[src/rtl/lsu_pkg.sv]
// Shared types for the load/store unit: access size, FSM state and the
// per-access context carried across a split transfer or into the response.
package lsu_pkg;

    typedef enum logic [1:0] {
        SIZ_B = 2'd0,
        SIZ_H = 2'd1,
        SIZ_W = 2'd2
    } siz_e;

    typedef enum logic {
        IDLE  = 1'b0,
        SPLIT = 1'b1
    } state_e;

    typedef struct packed {
        siz_e       siz;
        logic       uns;
        logic       wen;
        logic [1:0] o;
    } acc_t;

    typedef struct packed {
        siz_e       siz;
        logic       uns;
        logic [1:0] o;
        logic       split;
    } rsp_t;

    // Encoding 3 is reserved and behaves as a word access.
    function automatic siz_e siz_dec(input logic [1:0] s);
        return (s == 2'd3) ? SIZ_W : siz_e'(s);
    endfunction

    function automatic logic [3:0] lane_mask(input siz_e s);
        case (s)
            SIZ_B:   return 4'b0001;
            SIZ_H:   return 4'b0011;
            default: return 4'b1111;
        endcase
    endfunction

endpackage

[src/rtl/lsu_ext.sv]
// Load data alignment: rotates the {second, first} word pair down to the
// addressed byte and applies sign/zero extension.
module lsu_ext
    import lsu_pkg::*;
#(
    parameter int DW = 32
) (
    input  logic [DW-1:0] lo,
    input  logic [DW-1:0] hi,
    input  logic [1:0]    o,
    input  siz_e          siz,
    input  logic          uns,
    output logic [DW-1:0] dout
);

    logic [DW-1:0] sh;

    // Unsplit loads feed the same word on both halves, so this is a rotate.
    assign sh = DW'({hi, lo} >> {o, 3'b000});

    always_comb begin
        dout = sh;
        case (siz)
            SIZ_B:   dout = {{(DW-8){~uns & sh[7]}}, sh[7:0]};
            SIZ_H:   dout = {{(DW-16){~uns & sh[15]}}, sh[15:0]};
            default: dout = sh;
        endcase
    end

endmodule

[src/rtl/lsu.sv]
// Load/store unit: maps byte/half/word CPU accesses onto a word-wide memory
// port, splitting accesses that cross a word boundary into two transfers.
module lsu
    import lsu_pkg::*;
#(
    parameter int DW = 32,
    parameter int AW = 12
) (
    input  logic          clk,
    input  logic          rst,
    input  logic          ls_req,
    input  logic          ls_wen,
    input  logic [1:0]    ls_siz,
    input  logic          ls_uns,
    input  logic [AW-1:0] ls_adr,
    input  logic [DW-1:0] ls_wdt,
    output logic          ls_ack,
    output logic          ls_vld,
    output logic [DW-1:0] ls_rdt,
    output logic          req,
    output logic          wen,
    output logic [3:0]    sel,
    output logic [AW-1:0] adr,
    output logic [DW-1:0] wdt,
    input  logic [DW-1:0] rdt,
    input  logic          ack
);

    state_e          state;
    acc_t            sp;
    logic [AW-1:0]   sp_wadr;
    logic [DW-1:0]   sp_wdt;
    rsp_t            rsp;
    logic [DW-1:0]   rdt_lo;
    logic            cap;
    logic [DW-1:0]   held;

    siz_e            in_siz;
    logic [1:0]      in_o;
    logic            in_split;
    logic [7:0]      sel_wide;
    logic [2*DW-1:0] wdt_wide;
    logic [AW-1:0]   in_wadr;
    logic            first_acc;
    rsp_t            rsp_next;
    logic [DW-1:0]   ext_lo;
    logic [DW-1:0]   ext_out;

    assign in_siz   = siz_dec(ls_siz);
    assign in_o     = ls_adr[1:0];
    assign in_split = (in_siz == SIZ_H && in_o == 2'd3) || (in_siz == SIZ_W && in_o != 2'd0);
    assign sel_wide = {4'b0000, lane_mask(in_siz)} << in_o;
    assign wdt_wide = {ls_wdt, ls_wdt} << {in_o, 3'b000};
    assign in_wadr  = {ls_adr[AW-1:2], 2'b00};

    assign first_acc = (state == IDLE) && ls_req && ack && in_split;
    assign rsp_next  = (state == SPLIT) ? '{siz: sp.siz, uns: sp.uns, o: sp.o, split: 1'b1}
                                        : '{siz: in_siz, uns: ls_uns, o: in_o, split: 1'b0};

    // Memory request; reset forces the handshake outputs low.
    always_comb begin
        req    = 1'b0;
        ls_ack = 1'b0;
        wen    = ls_wen;
        adr    = in_wadr;
        sel    = sel_wide[3:0];
        wdt    = wdt_wide[2*DW-1:DW];
        if (state == SPLIT) begin
            req    = rst;
            ls_ack = rst & ack;
            wen    = sp.wen;
            adr    = sp_wadr + AW'(4);
            sel    = (sp.siz == SIZ_W) ? (4'hF >> (3'd4 - {1'b0, sp.o})) : 4'b0001;
            wdt    = sp_wdt;
        end else begin
            req    = rst & ls_req;
            ls_ack = rst & ls_req & ack & ~in_split;
        end
    end

    always_ff @(posedge clk or negedge rst) begin
        if (!rst) begin
            state   <= IDLE;
            sp      <= '0;
            sp_wadr <= '0;
            sp_wdt  <= '0;
            rsp     <= '0;
            rdt_lo  <= '0;
            cap     <= 1'b0;
            ls_vld  <= 1'b0;
            held    <= '0;
        end else begin
            ls_vld <= ls_ack & ~wen;
            cap    <= first_acc & ~ls_wen;
            if (ls_ack && !wen) rsp <= rsp_next;
            // First-transfer read data is only valid the cycle after its accept.
            if (cap) rdt_lo <= rdt;
            if (ls_vld) held <= ext_out;
            case (state)
                IDLE: if (first_acc) begin
                    state   <= SPLIT;
                    sp      <= '{siz: in_siz, uns: ls_uns, wen: ls_wen, o: in_o};
                    sp_wadr <= in_wadr;
                    sp_wdt  <= wdt_wide[2*DW-1:DW];
                end
                SPLIT: if (ack) state <= IDLE;
                default: state <= IDLE;
            endcase
        end
    end

    assign ext_lo = rsp.split ? rdt_lo : rdt;

    lsu_ext #(.DW(DW)) u_ext (
        .lo   (ext_lo),
        .hi   (rdt),
        .o    (rsp.o),
        .siz  (rsp.siz),
        .uns  (rsp.uns),
        .dout (ext_out)
    );

    assign ls_rdt = ls_vld ? ext_out : held;

endmodule

[config.mk]
export PLATFORM = sky130hd
export DESIGN_NAME = lsu
export DESIGN_NICKNAME = d
export VERILOG_FILES = /design/src/rtl/lsu_pkg.sv /design/src/rtl/lsu_ext.sv /design/src/rtl/lsu.sv
export SDC_FILE = /design/constraint.sdc
export NUM_CORES = 1
export LEC_CHECK = 0
export ABC_CLOCK_PERIOD_IN_PS = 3400
export CORE_AREA = 2 2 159 161
export DETAILED_ROUTE_END_ITERATION = 8
export DIE_AREA = 0 0 161 163
export GPL_TIMING_DRIVEN = 0
export HOLD_SLACK_MARGIN = 0.08
export PLACE_DENSITY = 0.48
export SYNTH_ARGS = -nofsm -noshare
export SYNTH_HDL_FRONTEND = slang
export SYNTH_SLANG_ARGS = --single-unit
[constraint.sdc]
create_clock -name clk -period 3.4 [get_ports clk]
set_input_delay 0.51 -clock clk [delete_from_list [all_inputs] [get_ports clk]]
set_output_delay 0.51 -clock clk [all_outputs]
set_load 0.005 [all_outputs]
# Yosys cells after proc, flatten, opt, wreduce, memory -nomap -nowiden
# Index checks and enable logic that the tools add are counted.
# word_totals
word_cells,68
latchBits,0
romBits,0
input_bits,84
ramBits,0
regBits,121
memories,0
# op_classes
bitwise_logic,13
n_shift,4
div,0
add_sub_neg,2
magnitude_cmp,0
n_mux,16
n_mul,0
n_reduce_logical,12
n_eq_ne,6
# op_table
op,count
$mux 32,3
$pmux 32 s2,1
$shl 64x5->64,1
$shr 64x5->32,1
$add 12x3->12 const B,1
$mux 12,1
$and 1x1->1,8
$eq 2x2->1 const B,4
$mux 4,2
$pmux 4 s2,1
$logic_and 1x1->1,6
$mux 6,1
$mux 1,5
$not 1->1,5
$eq 2x1->1 const B,2
$logic_not 2->1,2
$shl 4x2->4,1
$shr 4x3->4 const A,1
$sub 3x2->3 const A,1
$mux 2,1
$pmux 1 s2,1
$reduce_and 2->1,1
$reduce_bool 2->1,1
$logic_not 1->1,1
$logic_or 1x1->1,1

# Logic depth before layout (Yosys ltp)
# depth
ltp_word,9
ltp_mapped,8

# Modules after synthesis
# From an unflattened synthesis, not the netlist that was laid out.
# hier_totals
hier_cells,695
hier_area_um2,7310.8
# modules_own_cells
mod,seq_area_each_um2,instances,area_per_inst_um2,cells_each
lsu,3027.9,1,6200.9,594
lsu_ext,0.0,1,1109.8,101

# Worst setup path before layout
# Ideal clock, no wire load.
# synth_timing
kind,reg2out
start,reg rsp[0] (netlist name)
end,out ls_rdt[24]
setup_slack_ps,1077
path_stages_with_launch,7
required_time_ps,2890
arrival_time_ps,1813
path_cell_list,dfrtp_1 buf_6 clkbuf_1 mux2_2 mux4_2 a21oi_1 a21oi_1
# synth_via
elab_chain_cells,5
word_cells_on_any_way,6
# synth_rtl
item,line_no,source
start: declaration,lsu.sv:33,rsp_t rsp;
start signal: assignment,lsu.sv:95,if (ls_ack && !wen) rsp <= rsp_next;
$mux 32 (*),lsu.sv:112,assign ext_lo = rsp.split ? rdt_lo : rdt;
$shr 64x5->32 (*),lsu_ext.sv:19,"assign sh = DW'({hi, lo} >> {o, 3'b000});"
"$and 1x1->1, on equally long branches","lsu_ext.sv:25, lsu_ext.sv:24",
$pmux 32 s2 (*),lsu_ext.sv:23,case (siz)
$mux 32 (*),lsu.sv:123,assign ls_rdt = ls_vld ? ext_out : held;
end: declaration,lsu.sv:19,"output logic [DW-1:0] ls_rdt,"
# Mark *: on every way between the ends. The rest lies on a longest branch, timed or not.

# Final worst setup path
# layout_timing
start,in ls_adr[0]
end,out wdt[25]
# layout_via
elab_chain_cells,2
# layout_rtl
item,line_no,source
start: declaration,lsu.sv:15,"input logic [AW-1:0] ls_adr,"
$shl 64x5->64,lsu.sv:53,"assign wdt_wide = {ls_wdt, ls_wdt} << {in_o, 3'b000};"
$mux 32,lsu.sv:68,if (state == SPLIT) begin
end: declaration,lsu.sv:24,"output logic [DW-1:0] wdt,"
# No other way between the ends.

==> impl_metrics.csv <==
group,metric,value,unit
run_status,status,"complete, no violations",
synthesis,ys_types,44,
min_path,hold_path.class,"flip-flop to flip-flop",
sta,report.final.setup_viol,0,
power,clkPwrFrac,27.5,%
synthesis,synth_mux_area_share,26.0,%
sta,maxSlewViolCount,0,
worst_setup_path,arrival,2.84,ns
layout,antenna_cells,0,
synthesis,ys_warn_count,0,
worst_setup_path,endpoint_kind,"output port",
layout,finalNonFillerCells,1285,
worst_setup_path,required,2.89,ns
floorplanning,coreArea,0.0247,mm²
sta,tightest_slew,0.771,ns
sta,timing.fmax,0.298,GHz
sta,layout_setup_ws,0.0452,ns
floorplanning,start_util,29.4,%
route,drt_iter0_drc,440,
synthesis,synth_top_family_by_area,"multiplexers",
cts,clkLatencyLatePin,0.42,ns
flow_run,drv_cap,0,
place,hpwl,18600,µm
synthesis,synth.area.top_cells,"dfrtp_1 42%, mux2_2 12%, o21ai_0 7.5%",
power,sw_frac_of_total,34.0,%
synthesis,synth_top_area_share,41.8,%
worst_setup_path,worst_path_max_delay_cell,"clkdlybuf4s50_1",
power,power_density,700,mW/mm²
synthesis,synth_area,0.00725,mm²
route,vias,6531,
synthesis,synthXorXnorAreaFrac,0.967,%
synthesis,synth-simple-area-share,11.7,%
cts,cts.sinks,121,
synthesis,synthAdderAreaFrac,0.173,%
synthesis,avgSynthCellArea,9.69,µm²
global_routing,grt_pass1_vias,6660,
global_routing,grt_overflow,0,
route,vias_per_cell,5.08,
global_routing,track_usage,19.7,%
worst_setup_path,cp_top_family,"buffers and inverters",
cts,htreeDepth,4,
route,wire_per_inst,19.8,µm
worst_setup_path,cp-start-kind,"input pin",
cts,cts_inserted_buffers,17,
power,power_switching,2.42,mW
synthesis,ys_seq_elements,121,
synthesis,synth_enable_flop_cells,0,
layout,final-seq-area,0.00303,mm²
place,placed_cells,1245,
floorplanning,num_rows,58,
worst_setup_path,worstSetupPathType,"input pin to output port",
global_routing,grt_antenna_before_repair,1,
route,first_pass_iters,5,
cts,cts_root_buf,"clkbuf_16",
cts,clk_path_buf_depth,2,
route,drcViolationCount,0,
synthesis,synthCells,748,
cts,cts_tree,"yes",
layout,n_fill_cell,2450,
sta,hold_viol_final,0,
synthesis,yosysTopAreaCell,"dfrtp_1",
synthesis,synth-main-ff-cell,"dfrtp_1",
layout,multi_input_area,0.00392,mm²
power,internal_power,4.70,mW
worst_setup_path,path_buf_inv,4,
sta,maxSlewHeadroom,48.6,%
power,power_frac_comb,42.1,%
route,antenna_left,0,
sta,skew,0.00970,ns
sta,whs,0.480,ns
worst_setup_path,cp_max_fo,10,
floorplanning,dieHeight,163,µm
global_routing,grt_max_degree,74,
place,dp_slack,-0.521,ns
worst_setup_path,crit_path_max_incr_delay,0.60,ns
synthesis,synth_common_cells,"122 x nand2_1, 121 x dfrtp_1, 108 x o21ai_0",
power,leakage,4.21,nW
route,routed_wl,25400,µm
sta,setup_tns,0,ns
layout,fin_nets,1027,
floorplanning,die_area,0.0262,mm²
place,gp_congestion,0.815,
synthesis,yosysSeqAreaShare,41.8,%
cts,clk_pin_slew,0.06,ns
synthesis,synth_compound_area_share,15.0,%
place,io_buffers,165,
worst_setup_path,crit_chain,"clkdlybuf4s50_1, buf_4, buf_6, mux2i_1, nand2_1, o21ai_0, o21ai_0, clkdlybuf4s50_1",
floorplanning,die_x,161,µm
power,finalPower,7.12,mW
global_routing,grt_pass1_wl,39200,µm
layout,syn2layout_area_growth,40.3,%
power,p_seq_share,30.4,%
power,max-vdd-ir-drop,326,µV
synthesis,synth.most_common_cell,"nand2_1",
sta,period_minus_slack,3.35,ns
floorplanning,pin_count,168,
layout,drive_gt1_share,18.8,%
sta,period_share,98.7,%
synthesis,async_flop_share,100,%
[power groups by stage]
stage                     clock network [mW]  logic [mW]  registers (mW)
after CTS                               1.99        2.97            2.16
after global routing                    2.06        3.27            2.22
after global placement                     0        2.86            2.18
final                                   1.96        3.00            2.17
after floorplan                            0        1.64            2.11
after detailed placement                   0        2.87            2.18
[per-stage QoR]
step	utilization (%)	area, µm²
after floorplan	-	7250
after global placement	37.8	9320
after detailed placement	37.9	9340
after CTS	40.8	10100
after global routing	41.2	10200
final	41.2	10200
[layer usage]
layer | track usage [%] | vias up | wire, µm
li1 | - | 3039 | -
met1 | 27.9 | 3224 | 12000
met2 | 30.6 | 245 | 11400
met3 | 4.89 | 21 | 1660
met4 | 4.10 | 2 | 326
met5 | 0 | - | 13
[cell type report]
type / instances / share of cell area, %
flip-flops and latches: 121 / 29.8
inverters: 10 / 0.369
repair buffers: 174 / 17.7
multi-input cells: 556 / 38.6
well taps: 330 / 4.06
clock buffers: 18 / 4.32
plain buffers: 62 / 3.32
clock inverters: 14 / 1.93
[final timing paths]
check | cells after the start | end | from | slack [ns]
max | 8 | wdt[25] | ls_adr[0] | 0.05
min | 2 | sp_wdt[20] | sp_wdt[20] | 0.48
max reg2reg | 8 | held[24] | rsp[0] | 1.16
min reg2reg | 2 | sp_wdt[20] | sp_wdt[20] | 0.48
max in group asynchronous | 3 | sp_wadr[2] | rst | 2.13
min in group asynchronous | 2 | held[20] | rst | 0.57
[cells by family (layout without fill, tap and decap cells)]
family          Yosys count  count (layout)
simple gates            203             203
compound gates          194             194
mux                     148             148
flops                   121             121
buf+inv                  72             278
xor+xnor                  8               8
fa+ha+maj                 1               1
other cells               1               2
[repair_timing]
| item | 4_1_cts | 5_1_grt |
|---|---|---|
| endpoints found under the setup margin | 74 | 43 |
| gates cloned | 0 | 1 |
| endpoints found under the hold margin | 50 | 0 |
| resized for setup | 28 | 39 |
| hold buffers | 1 | 0 |
| buffers inserted | 3 | 3 |
| pin swaps | 2 | 1 |
[sequential cells by signal (all words and copies together) (netlist names)]
signal and count:
rdt_lo 32, ls_vld 1, sp 6, state 1
sp_wdt 32, rsp 6, cap 1, held 32
sp_wadr 10
[worst reg2reg max path, delay by kind of cell, from the launching register on]
family | cells | cell delay (ns)
buf+inv | 4 | 0.52
flops | 1 | 0.34
mux | 2 | 0.88
compound gates | 2 | 0.39
[cell usage in the layout (no fill, tap or decap), types with 2 or more instances in the layout]
cell             netlist  routed
o21ai_0              108     105
nand3_1                5       5
bufinv_16              0       4
mux2i_1               49      48
a21oi_1               48      47
buf_2                 11       8
xnor2_1                5       5
mux4_1                 4       4
dfrtp_1              121     121
o21ai_1                0       3
buf_1                 13       5
buf_12                 0       2
or3_1                  2       2
xor2_1                 3       3
dlygate4sd2_1          0       2
clkbuf_1              33      20
clkinv_4               0       2
nand2b_1              15      15
nor2_1                52      52
clkinvlp_4             0       6
mux4_2                19      19
inv_1                  9       9
o211ai_1              14      14
buf_6                  3       6
a21o_1                 2       2
clkbuf_2               0      13
nand2_1              122     122
o41ai_1                2       2
clkdlybuf4s50_1        0     150
a31oi_1                9       9
conb_1                 1       2
clkbuf_16              0      17
buf_4                  2      15
o31ai_1                2       2
dlymetal6s2s_1         0      12
mux2_2                75      75
Power figures use the tool's default switching activity.
